File: config.mk
export PLATFORM = sky130hd
export DESIGN_NAME = remapper_stream
export DESIGN_NICKNAME = d
export VERILOG_FILES = /design/src/rtl/remapper_stream.sv
export SDC_FILE = /design/constraint.sdc
export NUM_CORES = 2
export LEC_CHECK = 0
export CAP_MARGIN = 25
export CORE_AREA = 8 8 403 405
export DETAILED_ROUTE_END_ITERATION = 8
export DIE_AREA = 0 0 411 413
export GPL_TIMING_DRIVEN = 0
export SLEW_MARGIN = 5
export SYNTH_ARGS = -nofsm -noshare
export SYNTH_HDL_FRONTEND = slang
export SYNTH_SLANG_ARGS = --single-unit
File: constraint.sdc
create_clock -name i_clk -period 2.1 [get_ports i_clk]
set_input_delay 0.42 -clock i_clk [delete_from_list [all_inputs] [get_ports i_clk]]
set_output_delay 0.42 -clock i_clk [all_outputs]
set_load 0.01 [all_outputs]
File: src/rtl/remapper_stream.sv
// -----------------------------------------------------------------------------
// remapper_stream
//
// Purpose
//   Accepts one image kernel of DIM_I*DIM_J*DIM_K pixels per valid/ready
//   handshake. Each kernel is reordered according to the mode sampled with
//   it: pass-through, forward tile remap, or reversed tile remap. Results go
//   through a 2-entry output buffer. Upstream ready is decoded purely from
//   buffer occupancy, so there is no combinational path from the downstream
//   ready to the upstream ready.
//
// Ports
//   i_clk           : clock, rising edge
//   i_aresetn       : asynchronous active-low reset
//   i_image_kernel  : source kernel, element 0 first (leftmost)
//   i_kernel_valid  : source kernel valid
//   i_mode          : 00 pass, 01 forward, 10 reversed, 11 reserved (passes)
//   o_kernel_ready  : a kernel can be accepted this cycle
//   o_image_kernel  : remapped kernel at the head of the buffer
//   o_kernel_valid  : remapped kernel valid
//   i_kernel_ready  : downstream accepts the remapped kernel
//   i_count_clear   : synchronous clear of o_kernel_count and o_mode_err
//   o_kernel_count  : kernels delivered downstream (wraps)
//   o_mode_err      : sticky flag, a kernel was accepted with mode 11
// -----------------------------------------------------------------------------
module remapper_stream #(
  parameter int DATA_WIDTH  = 8,
  parameter int DIM_I       = 4,
  parameter int DIM_J       = 8,
  parameter int DIM_K       = 2,
  parameter int COUNT_WIDTH = 16,
  localparam int KERNEL     = DIM_I * DIM_J * DIM_K
) (
  input  logic                                i_clk,
  input  logic                                i_aresetn,
  input  logic [0:KERNEL-1][DATA_WIDTH-1:0]   i_image_kernel,
  input  logic                                i_kernel_valid,
  input  logic [1:0]                          i_mode,
  output logic                                o_kernel_ready,
  output logic [0:KERNEL-1][DATA_WIDTH-1:0]   o_image_kernel,
  output logic                                o_kernel_valid,
  input  logic                                i_kernel_ready,
  input  logic                                i_count_clear,
  output logic [COUNT_WIDTH-1:0]              o_kernel_count,
  output logic                                o_mode_err
);

  typedef logic [0:KERNEL-1][DATA_WIDTH-1:0] kernel_t;

  typedef enum logic [1:0] {
    MODE_PASS = 2'b00,
    MODE_FWD  = 2'b01,
    MODE_REV  = 2'b10,
    MODE_RSVD = 2'b11
  } mode_e;

  // ---------------------------------------------------------------------------
  // Remap network. Pure wiring: every source element lands at exactly one
  // destination in each of the forward and reversed orderings.
  // ---------------------------------------------------------------------------
  kernel_t fwd_kernel;
  kernel_t rev_kernel;
  kernel_t remap_kernel;

  for (genvar gk = 0; gk < DIM_K; gk++) begin : g_k
    for (genvar gj = 0; gj < DIM_J; gj++) begin : g_j
      for (genvar gi = 0; gi < DIM_I; gi++) begin : g_i
        localparam int SRC = gk * DIM_I * DIM_J + gj * DIM_I + gi;
        localparam int FWD = gi * DIM_J * DIM_K + gj * DIM_K + gk;
        assign fwd_kernel[FWD]          = i_image_kernel[SRC];
        assign rev_kernel[KERNEL-1-FWD] = i_image_kernel[SRC];
      end
    end
  end

  always_comb begin
    remap_kernel = i_image_kernel;
    case (mode_e'(i_mode))
      MODE_FWD: remap_kernel = fwd_kernel;
      MODE_REV: remap_kernel = rev_kernel;
      default:  remap_kernel = i_image_kernel;  // pass and reserved
    endcase
  end

  // ---------------------------------------------------------------------------
  // Two-entry output buffer
  // ---------------------------------------------------------------------------
  kernel_t                buf_q [2];
  kernel_t                buf_d [2];
  logic                   wr_ptr_q, wr_ptr_d;
  logic                   rd_ptr_q, rd_ptr_d;
  logic [1:0]             occ_q, occ_d;
  logic [COUNT_WIDTH-1:0] count_q, count_d;
  logic                   mode_err_q, mode_err_d;

  logic push;
  logic pop;

  // Ready depends on registered occupancy only; a pop in the same cycle
  // does not open a slot for a push when the buffer is full.
  assign o_kernel_ready = (occ_q != 2'd2);
  assign o_kernel_valid = (occ_q != 2'd0);
  assign o_image_kernel = buf_q[rd_ptr_q];
  assign o_kernel_count = count_q;
  assign o_mode_err     = mode_err_q;

  assign push = i_kernel_valid & o_kernel_ready;
  assign pop  = o_kernel_valid & i_kernel_ready;

  always_comb begin
    buf_d[0]   = buf_q[0];
    buf_d[1]   = buf_q[1];
    wr_ptr_d   = wr_ptr_q;
    rd_ptr_d   = rd_ptr_q;
    occ_d      = occ_q;
    count_d    = count_q;
    mode_err_d = mode_err_q;

    if (push) begin
      buf_d[wr_ptr_q] = remap_kernel;
      wr_ptr_d        = ~wr_ptr_q;
    end

    if (pop) begin
      rd_ptr_d = ~rd_ptr_q;
    end

    case ({push, pop})
      2'b10:   occ_d = occ_q + 2'd1;
      2'b01:   occ_d = occ_q - 2'd1;
      default: occ_d = occ_q;  // idle, or push+pop at occupancy 1
    endcase

    // Clear wins over a same-cycle transfer or reserved-mode accept.
    if (i_count_clear) begin
      count_d    = '0;
      mode_err_d = 1'b0;
    end else begin
      if (pop) begin
        count_d = count_q + COUNT_WIDTH'(1);
      end
      if (push && (mode_e'(i_mode) == MODE_RSVD)) begin
        mode_err_d = 1'b1;
      end
    end
  end

  always_ff @(posedge i_clk or negedge i_aresetn) begin
    if (!i_aresetn) begin
      buf_q[0]   <= '0;
      buf_q[1]   <= '0;
      wr_ptr_q   <= 1'b0;
      rd_ptr_q   <= 1'b0;
      occ_q      <= 2'd0;
      count_q    <= '0;
      mode_err_q <= 1'b0;
    end else begin
      buf_q[0]   <= buf_d[0];
      buf_q[1]   <= buf_d[1];
      wr_ptr_q   <= wr_ptr_d;
      rd_ptr_q   <= rd_ptr_d;
      occ_q      <= occ_d;
      count_q    <= count_d;
      mode_err_q <= mode_err_d;
    end
  end

endmodule

==> run metrics <==
RSZ-0062 raised after global routing=true; footprint of the multi-input gates=~24,000 µm²; Die ar.=170,000 µm²; failing checks=negative hold slack, negative setup slack; Routed Antenna Nets=0; most frequent cell after synthesis=dfrtp_1; final worst slack=-775 ps; Peak VDD IR=0.909 mV; clk_lat worst skew=just over 800 ps; initial antenna violation count=159; drt pass-1 iters=6; Initial DRC Count=just over 7,000; largest area contributor in the netlist=dfrtp_1; Layout area overhead=40.1%; drt via density=6.03; syn avg cell area=about 9 µm²; leakage=35.0 nW; largest cells by area after synthesis=dfrtp_1, mux2_2, o21ai_0; Detailed Place HPWL=between 200 and 300 mm; initial core utilization=0.334; number of synthesized flops with an enable pin=0; Synth Instances=around 5,700; CP Launch Type=register; Core Rows=~150; CP Capture Type=primary output; Synthesized Nets=6,200; critical path's top delay family=buffers and inverters; Critical-path top delay cell=dfrtp_4; Max Cap Viol=0; Clock transition at path regs=roughly 60 ps; Seq cells post-synth=between 1,000 and 1,500; Setup Skew=~42 ps; critical path required time=1680 ps; Post-route DRC=0; routability cong.=1.03; worst hold slack=-401 ps; Synth top area share=0.503; fin crit period=2880 ps; IO Count=~1,100; Peak Freq=0.348 GHz; FF/Latch Area=26,200 µm²; routed length per instance=around 39 µm; headroom to the max-slew limit=0.296; CTS tree=yes; asr flop ratio synth=1.00; worst slew pin tran=between 1000 and 1500 ps; vias in the first global route=about 53,000; die height=413 µm; pwr dens=~1600 nW/µm²; Final Hold Viols=around 130; Synth Warn #=0; top_reg_cell synth=dfrtp_1; HP Class=input pin to asynchronous set/reset pin; design area=around 73,000 µm²; first-pass GRT wire length=~460 mm; part of the Yosys area used for sequential elements=0.503; core area=156,000 µm²; htree depth=3; Cell variety after synth=36; global-route usage over all layers=0.396; DP Area=roughly 65,000 µm²; Worst Path Buf+Inv=4; CTS Sinks=between 1,000 and 1,500; period utilization=1.37; data arrival time of the critical path=2460 ps; Synth top cells by count=dfrtp_1, nand2_1, o21ai_0; PortBufs=roughly 1,000; Net count, final=~7,500; share of cells above drive strength 1=0.203; total CTS buffers=~120; WL final=355 mm; routed vias=between 50,000 and 60,000; most used cell along the critical path=buf_12; max-slew violation total from the final report=0; CP max FO=10; CTS root buffer=clkbuf_16; Max clock buf depth=3; Final setup violation count=between 1,000 and 1,500; Syn Std Cell Area=between 50,000 and 60,000 µm²; pin count of the biggest net entering global routing=166; Max stage delay on crit path=between 400 and 500 ps; crit-path cells=buf_12 > buf_12 > buf_16 > mux2_2 > dlygate4sd2_1; FILL cells=15,200; die width=just over 400 µm; status=finished, violations left; Setup CP Type=register to primary output; Congestion Overflow GR=0
cell type report:
cell class                 instances  share of cell area
clock inverter                    35             0.00744
multi-input combinational       4117               0.330
antenna                           96             0.00330
buffer                           502              0.0494
timing repair buffer            1151               0.165
inverter                           5            0.000258
clock buffer                     186              0.0497
sequential                      1045               0.359
tap                             2058              0.0354
sequential cells by signal, indices dropped and copies added, names as in the netlist:
name / flops
o_mode_err: 1
occ_q: 2
o_kernel_count: 16
wr_ptr_q: 1
rd_ptr_q: 1
buf_q: 1024
power breakdown:
part / internal [mW] / switching (mW) / leakage, nW
Sequential: 29.2 / 4.58 / 13.4
Clock: 13.1 / 9.37 / 2.04
Combinational: 25.9 / 34.2 / 19.5
Total: 68.2 / 48.2 / 35.0
worst register-to-register path: cells and delay by family (launching register included):
kind,cells,cell delay (ps)
AO/OA/AOI/OAI,1,190
AND/OR/NAND/NOR,2,360
buffers and inverters,5,1460
flip-flops,1,370
layout by cell type (no fill, tap or decap), types with 15 or more instances in the layout:
master           netlist  layout
dfrtp_1             1045    1043
nand2_1             1033    1033
o21ai_0              854     853
clkdlybuf4s50_1        0     534
a22oi_1              512     509
nor2_1               494     494
a21oi_1              485     461
mux2_2               513     377
dlymetal6s2s_1         0     247
clkbuf_1             250     200
o21ai_1              173     174
clkbuf_2               0     168
buf_6                  7     151
mux2_4                 0     136
clkbuf_16              0     131
buf_4                 65     114
buf_2                163     106
diode_2                0      96
buf_12                 0      62
clkbuf_8               0      38
buf_8                  0      28
clkbuf_4               0      25
a21oi_2                0      20
clkinv_2               0      16
buf_1                 24      15
kinds of logic (layout without fill, tap and decap cells):
kind of cell / Yosys count / in the layout / share of synthesized area
AOI/OAI and AO/OA: 2028 / 2028 / 0.220
other: 0 / 96 / 0
and+or+nand+nor: 1557 / 1557 / 0.115
DFF: 1045 / 1045 / 0.503
buffers and inverters: 514 / 1879 / 0.0468
xor gates and xnor gates: 14 / 14 / 0.00236
muxes: 513 / 513 / 0.111
adders and majority gates: 5 / 5 / 0.00120
per-stage QoR:
stage / std cells / total power, mW / worst slack (ps) / utilization / setup TNS [ps]
floorplan: 5676 / 57.8 / 161 / - / 0
global placement: 8782 / 88.4 / -46880 / 0.418 / -
detailed placement: 8797 / 89.1 / -2030 / 0.420 / -2159900
CTS: 9047 / 114 / -1090 / 0.453 / -1173500
global route: 9128 / 120 / -787 / 0.467 / -486430
finish: 9195 / 116 / -775 / 0.468 / -445090
final timing paths:
check,startpoint,end,slack (ps),cells after the start
setup / recovery,rd_ptr_q$_DFFE_PN0P_,o_image_kernel[167],-780,5
hold / removal,i_aresetn,buf_q[190]$_DFFE_PN0P_,-400,1
setup reg to reg,occ_q[0]$_DFFE_PN0P_,buf_q[778]$_DFFE_PN0P_,-410,8
hold reg to reg,buf_q[506]$_DFFE_PN0P_,buf_q[506]$_DFFE_PN0P_,470,2
max in group asynchronous,i_aresetn,buf_q[559]$_DFFE_PN0P_,310,3
min in group i_clk,i_count_clear,o_kernel_count[11]$_DFFE_PN0P_,60,2
what timing repair did:
| item | CTS | global route |
|---|---|---|
| resized for setup | 568 | 1338 |
| setup buffers | 27 | 48 |
| cloned | 3 | 12 |
| setup endpoints to repair | 1557 | 1556 |
| pin swaps | 0 | 2 |
| hold endpoints to repair | 131 | 131 |
routing by layer:
metal | wire length, µm | share of wire | vias to the layer above | GRT usage
met5 | 575 | 0.0016 | - | 0
met4 | 33300 | 0.094 | 86 | 0.288
met3 | 41000 | 0.12 | 1183 | 0.137
met2 | 157000 | 0.44 | 3795 | 0.623
met1 | 123000 | 0.35 | 27800 | 0.448
li1 | - | - | 22600 | -
Power figures use the tool's default switching activity.
